<file path="src/rtl/led_pattern.sv">
// LED pattern generator for an active-low LED bank. A prescaler advances
// the pattern by one step per period in rotate, bounce, blink or hold mode.
module led_pattern #(
  parameter int                   WIDTH          = 16,
  parameter int                   COUNT_W        = 27,
  parameter logic [COUNT_W-1:0]   DEFAULT_PERIOD = 27'd38_196_600,
  parameter logic [WIDTH-1:0]     RESET_PATTERN  = 16'hfffe
) (
  input  logic               i_clock,
  input  logic               i_reset,
  input  logic               i_enable,
  input  logic               i_cfg_load,
  input  logic [2:0]         i_cfg_mode,
  input  logic [COUNT_W-1:0] i_cfg_period,
  input  logic [WIDTH-1:0]   i_cfg_seed,
  output logic [WIDTH-1:0]   o_led_out,
  output logic               o_tick
);

  // dir  | meaning
  // LEFT | bounce walking towards LED WIDTH-1
  // RIGHT| bounce walking back towards LED 0
  typedef enum logic { DIR_LEFT = 1'b0, DIR_RIGHT = 1'b1 } dir_t;

  localparam int                 POS_W   = (WIDTH > 2) ? $clog2(WIDTH) : 1;
  localparam logic [POS_W-1:0]   POS_ONE = POS_W'(1);
  localparam logic [POS_W-1:0]   POS_MAX = POS_W'(WIDTH - 1);
  localparam logic [COUNT_W-1:0] CNT_ONE = COUNT_W'(1);

  localparam logic [2:0] MODE_ROTL   = 3'd0;
  localparam logic [2:0] MODE_ROTR   = 3'd1;
  localparam logic [2:0] MODE_BOUNCE = 3'd2;
  localparam logic [2:0] MODE_BLINK  = 3'd3;

  logic [WIDTH-1:0]   r_led;
  logic               r_tick;
  logic [2:0]         r_mode;
  logic [COUNT_W-1:0] r_period;
  logic [COUNT_W-1:0] r_count;
  logic [POS_W-1:0]   r_pos;
  dir_t               r_dir;

  logic [WIDTH-1:0]   w_rotl;
  logic [WIDTH-1:0]   w_rotr;
  logic [POS_W-1:0]   w_pos_inc;
  logic [POS_W-1:0]   w_pos_dec;
  logic               w_step;

  assign w_rotl    = {r_led[WIDTH-2:0], r_led[WIDTH-1]};
  assign w_rotr    = {r_led[0], r_led[WIDTH-1:1]};
  assign w_pos_inc = r_pos + POS_ONE;
  assign w_pos_dec = r_pos - POS_ONE;
  assign w_step    = i_enable && (r_count == r_period);

  always_ff @(posedge i_clock) begin
    if (i_reset) begin
      r_led    <= RESET_PATTERN;
      r_tick   <= 1'b0;
      r_mode   <= MODE_ROTL;
      r_period <= DEFAULT_PERIOD;
      r_count  <= '0;
      r_pos    <= '0;
      r_dir    <= DIR_LEFT;
    end else if (i_cfg_load) begin
      // a step landing on the load edge is dropped with the old config
      r_led    <= i_cfg_seed;
      r_tick   <= 1'b0;
      r_mode   <= i_cfg_mode;
      r_period <= i_cfg_period;
      r_count  <= '0;
      r_pos    <= '0;
      r_dir    <= DIR_LEFT;
    end else begin
      r_tick <= w_step;
      if (i_enable) begin
        if (w_step) begin
          r_count <= '0;
        end else begin
          r_count <= r_count + CNT_ONE;
        end
      end
      if (w_step) begin
        case (r_mode)
          MODE_ROTL:  r_led <= w_rotl;
          MODE_ROTR:  r_led <= w_rotr;
          MODE_BLINK: r_led <= ~r_led;
          MODE_BOUNCE: begin
            if (r_dir == DIR_LEFT) begin
              r_led <= w_rotl;
              r_pos <= w_pos_inc;
              if (w_pos_inc == POS_MAX) r_dir <= DIR_RIGHT;
            end else begin
              r_led <= w_rotr;
              r_pos <= w_pos_dec;
              if (w_pos_dec == '0) r_dir <= DIR_LEFT;
            end
          end
          default: r_led <= r_led;
        endcase
      end
    end
  end

  assign o_led_out = r_led;
  assign o_tick    = r_tick;

endmodule

</file>
<file path="config.mk">
export PLATFORM = sky130hd
export DESIGN_NAME = led_pattern
export DESIGN_NICKNAME = d
export VERILOG_FILES = /design/src/rtl/led_pattern.sv
export SDC_FILE = /design/constraint.sdc
export NUM_CORES = 1
export LEC_CHECK = 0
export CAP_MARGIN = 20
export CORE_MARGIN = 1.5
export CORE_UTILIZATION = 35
export DETAILED_ROUTE_END_ITERATION = 6
export HOLD_SLACK_MARGIN = 0.15
export SLEW_MARGIN = 5
export SYNTH_ARGS = -nofsm -noshare
export SYNTH_HDL_FRONTEND = slang
export SYNTH_SLANG_ARGS = --single-unit
</file>
<file path="constraint.sdc">
create_clock -name i_clock -period 6.3 [get_ports i_clock]
set_input_delay 0.945 -clock i_clock [delete_from_list [all_inputs] [get_ports i_clock]]
set_output_delay 0.945 -clock i_clock [all_outputs]
set_load 0.01 [all_outputs]
</file>
==> results of run 1 <==
[cell type report]
type | instances | area (um2) | area share, %
clock buffers | 10 | 239 | 4.40
clock inverters | 6 | 115 | 2.12
inverters | 41 | 154 | 2.84
multi-input cells | 369 | 2440 | 45.1
flip-flops and latches | 79 | 1580 | 29.2
well taps | 168 | 210 | 3.87
repair buffers | 70 | 681 | 12.5
[power breakdown]
| group | internal (mW) | total [mW] | switching, mW |
|---|---|---|---|
| logic | 0.0795 | 0.146 | 0.0661 |
| clock network | 0.401 | 0.613 | 0.211 |
| registers | 0.519 | 0.541 | 0.0216 |
[cells by family (layout without fill, tap and decap cells)]
logic type | after synthesis | after routing | share of synthesized area, %
flops | 79 | 79 | 36.4
xor+xnor | 53 | 53 | 11.2
mux | 35 | 35 | 8.09
fa+ha+maj | 5 | 5 | 1.44
buf+inv | 78 | 127 | 7.40
simple gates | 179 | 179 | 20.3
compound gates | 97 | 97 | 15.2
[registers in the layout, summed over array words and instances, names as in the netlist]
name / count
r_dir: 1
o_tick: 1
r_mode: 3
r_pos: 4
r_count: 27
o_led_out: 16
r_period: 27
[cell usage in the layout, fill, tap and decap left out, types with 2 or more instances in the layout]
master	count
nor4_1	14
a32oi_1	15
nor3_1	8
o31ai_1	3
nand3_1	11
inv_1	41
nand2_1	14
o21ai_0	20
buf_4	4
xor2_1	17
or4_1	3
a21oi_1	23
clkbuf_16	9
nand4_1	11
dfxtp_1	79
buf_2	2
a211o_1	13
ha_1	5
xnor2_1	33
bufinv_16	3
nor2b_1	17
clkdlybuf4s50_1	64
nand2b_1	2
o211ai_1	17
mux2i_1	34
and4_1	4
xnor2_2	3
and3b_1	2
and3_1	2
or2_2	2
nor2_1	83
[critical path, delay by kind of cell]
family / cells / cell delay [ns]
compound gates: 1 / 0.81
simple gates: 3 / 0.76
buf+inv: 1 / 0.62
[per-layer routing]
layer	up-vias	share of wire (%)	global-route usage, %
met5	-	0	0
li1	1906	-	-
met4	0	1.3	5.58
met2	91	47	26.6
met1	1757	48	22.6
met3	13	4.5	2.75
[path summary, 6_finish.rpt]
check                            startpoint  cells past startpoint           to  slack [ns]
worst min-delay path            r_period[9]                      2  r_period[9]        0.52
worst max-delay path               i_enable                      5  r_count[24]        3.34
worst max register to register  r_count[18]                      5  r_count[24]        3.80
worst min register to register  r_period[9]                      2  r_period[9]        0.52
[through the flow]
stage	util, %	hold slack, ns
6_report	45.0	0.524
5_1_grt	45.0	0.550
4_1_cts	44.9	0.527
3_5_place_dp	41.9	0.512
3_3_place_gp	41.9	0.503
2_1_floorplan	-	0.481
==> out/results.ini, run 1 <==
[outcome]
outcome = finished, final reports clean

[detailed_routing]
wl_per_cell_um = 14.1
vias_per_cell = 5.07
firstDrtPassIters = 4
drc = 0
wl_um = 10500
drtAntennaViolNets = 0
vias = 3767
drt_iter0_drc = 207

[clocking]
clock-sinks = 79
clk_path_buf_depth = 2
cts_tree = built
htreeDepth = 3
cts-resized-gates = 0
ctsRootBufferMaster = clkbuf_16
cts_setup_buffers = 0
clock_latency_ns = 0.33
postCtsHoldBufs = 0
cts_inserted_buffers = 9
clkTransAtPathRegs_ns = 0.06

[die]
rows = 40
die_y_um = 114
start_util_pct = 36.0
die_w_um = 114
core_um2 = 12100
ios = 67
dieArea_um2 = 13100

[place]
port_buffers = 66
pre_cts_ws_ns = 2.95
place_inst = 725
placed_area_um2 = 5060
gp_congestion = 0.810
dpl.hpwl_um = 7200

[worst_setup_path]
crit_path_end_kind = flop
arrival_ns = 3.14
slowest_stage = o21ai_2
max_stage_delay_ns = 0.81
crit_required_ns = 6.48
cp-start-kind = primary input
worstPathCellList = clkdlybuf4s50_1 > nand4_1 > or4_4 > o21ai_2 > nor2_1
path_max_fanout = 25
path_class = in -> reg

[sta]
final-setup-viol-count = 0
hold_viol_final = 0
period_share_pct = 47.0
rsz0062_at_grt = false
fin_crit_ns = 2.96
max-slew-margin-rel_pct = 32.7
tightest_slew_ns = 1.01
slew_violations = 0
fin_skew_ns = 0.00969
tns_ns = 0
clock.fmax_mhz = 338
setup_ws_ns = 3.34

[synthesis]
seq_area_frac_synth_pct = 36.4
async_reset_ff_share_pct = 0
synth_top_cell_by_area = dfxtp_1
synthTopCellsByArea = dfxtp_1 36%, mux2i_1 7.8%, nor2_1 7.2%
synth_ff_type = dfxtp_1
synth_cell_types = 45
syn_avg_cell_area_um2 = 8.27
yosysMostFrequentCell = nor2_1
synth_commonest_cells = 83 x nor2_1, 79 x dfxtp_1, 41 x inv_1
synth_area_um2 = 4350
synth_edf_count = 0
syn_inst = 526
synth_nets = 581
synth_top_cell_area_share_pct = 36.4
yosys_warnings = 0
synth_seq_cells = 79

[grt]
grt_first_pass_wirelength_um = 17500
grt_max_degree = 77
antenna_found_initial = 0
globalRouteOverflowTotal = 0
grt_pass1_vias = 3570
grt.total_usage_pct = 16.6

[finish]
antenna_cells = 0
layout-drive-gt1-share_pct = 5.57
fillers = 1202
layout.nets = 625
design_area_um2 = 5430
synthToLayoutAreaGrowth_pct = 24.8
final_cells = 743

[hold_path]
holdCritPathClass = reg -> reg

[power_and_ir_drop]
vdd_ir_drop_max_uv = 144
p_leak_nw = 2.09
power_mw = 1.30
power_density_nw_per_um2 = 239

[run]
drv_cap = 0

(Power assumes the default switching activity.)
==> inputs of run 2 (changes only) <==
clock period = 3.05 ns   (was 6.3 ns; I/O delays follow)
==> run 2 against run 1 <==
  * Register-to-register slack got worse by 3.2 ns
  * Combinational power increased by 110%
  * Largest cell class unchanged
  * Final cell count increased by 0.54%
  * Non-clock buffer count increased by 4
  * Critical endpoint is now o_led_out[7]
==> out/results.ini, run 2 (synthesis results as in run 1) <==
[outcome]
outcome = finished, final reports clean

[sta]
tns_ns = 0
setup_ws_ns = 0.622
tightest_slew_ns = 0.948
fin_crit_ns = 2.43
max-slew-margin-rel_pct = 36.8
hold_viol_final = 0
fin_skew_ns = 0.00750
rsz0062_at_grt = false
clock.fmax_mhz = 412
slew_violations = 0
period_share_pct = 79.6
final-setup-viol-count = 0

[die]
dieArea_um2 = 13100
start_util_pct = 36.0
die_w_um = 114
rows = 40
ios = 67
core_um2 = 12100
die_y_um = 114

[finish]
final_cell_mix = 83 x nor2_1, 79 x dfxtp_1, 64 x clkdlybuf4s50_1
design_area_um2 = 5410
layout-drive-gt1-share_pct = 5.70
layout.nets = 629
final_cells = 747
synthToLayoutAreaGrowth_pct = 24.4
antenna_cells = 0
final_common_cell = nor2_1

[worst_setup_path]
worstRegToRegCells = 5
cp-start-kind = flop
path_depth = 5
max_stage_delay_ns = 0.69
worstPathCellList = xor2_1 > nor4_1 > nand3_1 > o31a_1 > mux2i_1
cp_top_family = simple AND/OR/NAND/NOR gates
critPathBufInv = 0
path_max_fanout = 15
path_class = reg -> reg
crit_required_ns = 3.23
arrival_ns = 2.60
crit_path_end_kind = flop
slowest_stage = o31a_1

[grt]
antenna_found_initial = 0
grt_pass1_vias = 3443
grt_first_pass_wirelength_um = 16900
globalRouteOverflowTotal = 0
grt_max_degree = 49
grt.total_usage_pct = 16.1

[clocking]
postCtsHoldBufs = 0
clkTransAtPathRegs_ns = 0.06
cts_tree = built
ctsRootBufferMaster = clkbuf_16
clk_path_buf_depth = 2
cts_inserted_buffers = 9
htreeDepth = 3
cts-resized-gates = 0
clock_latency_ns = 0.33
cts_setup_buffers = 0
clock-sinks = 79

[place]
dpl.hpwl_um = 7460
gp_congestion = 0.839
place_inst = 730
pre_cts_ws_ns = 0.384
port_buffers = 66
placed_area_um2 = 5090

[hold_path]
min_path_cells = 2
holdCritPathClass = in -> reg

[detailed_routing]
drc = 0
wl_per_cell_um = 13.9
drtAntennaViolNets = 0
wl_um = 10400
vias_per_cell = 5.04
firstDrtPassIters = 4
drt_iter0_drc = 223
vias = 3767

[power_and_ir_drop]
power_mw = 2.54
power_density_nw_per_um2 = 470
p_leak_nw = 2.08
vdd_ir_drop_max_uv = 247

[run]
drv_cap = 0

## run 2: per-layer routing
metal	part of all wire [%]	track usage, %	vias to the layer above
li1	-	-	1916
met1	47	20.8	1751
met2	47	26.5	84
met3	4.6	3.44	16
met4	1.7	5.83	0
met5	0	0	-
## run 2: cell type report
type	count	area, um2
inverters	41	154
well taps	168	210
repair buffers	74	711
fillers	1193	6650
multi-input cells	369	2440
flip-flops and latches	79	1580
clock buffers	12	236
clock inverters	4	70.1
## run 2: final timing paths
check,start,to,slack [ns]
setup / recovery,r_count[17],o_led_out[7],0.62
hold / removal,i_reset,r_period[0],0.50
setup reg to reg,r_count[17],o_led_out[7],0.62
hold reg to reg,r_period[23],r_period[23],0.52
## run 2: power by group
group,leakage (nW),switching [mW],internal (mW)
Sequential,0.647,0.0415,1.07
Combinational,1.28,0.139,0.167
Clock,0.151,0.405,0.715
## run 2: worst reg2reg max path, delay by kind of cell, from the launching register on
family | cells | cell delay (ns)
mux | 1 | 0.22
compound gates | 1 | 0.69
simple gates | 2 | 0.79
xor+xnor | 1 | 0.13
flops | 1 | 0.44
## run 2: per-stage QoR
step	utilization, %	hold WS (ns)
after floorplan	-	0.481
final	44.8	0.499
after CTS	44.8	0.494
after detailed placement	42.2	0.511
after global placement	42.2	0.508
after global routing	44.8	0.516
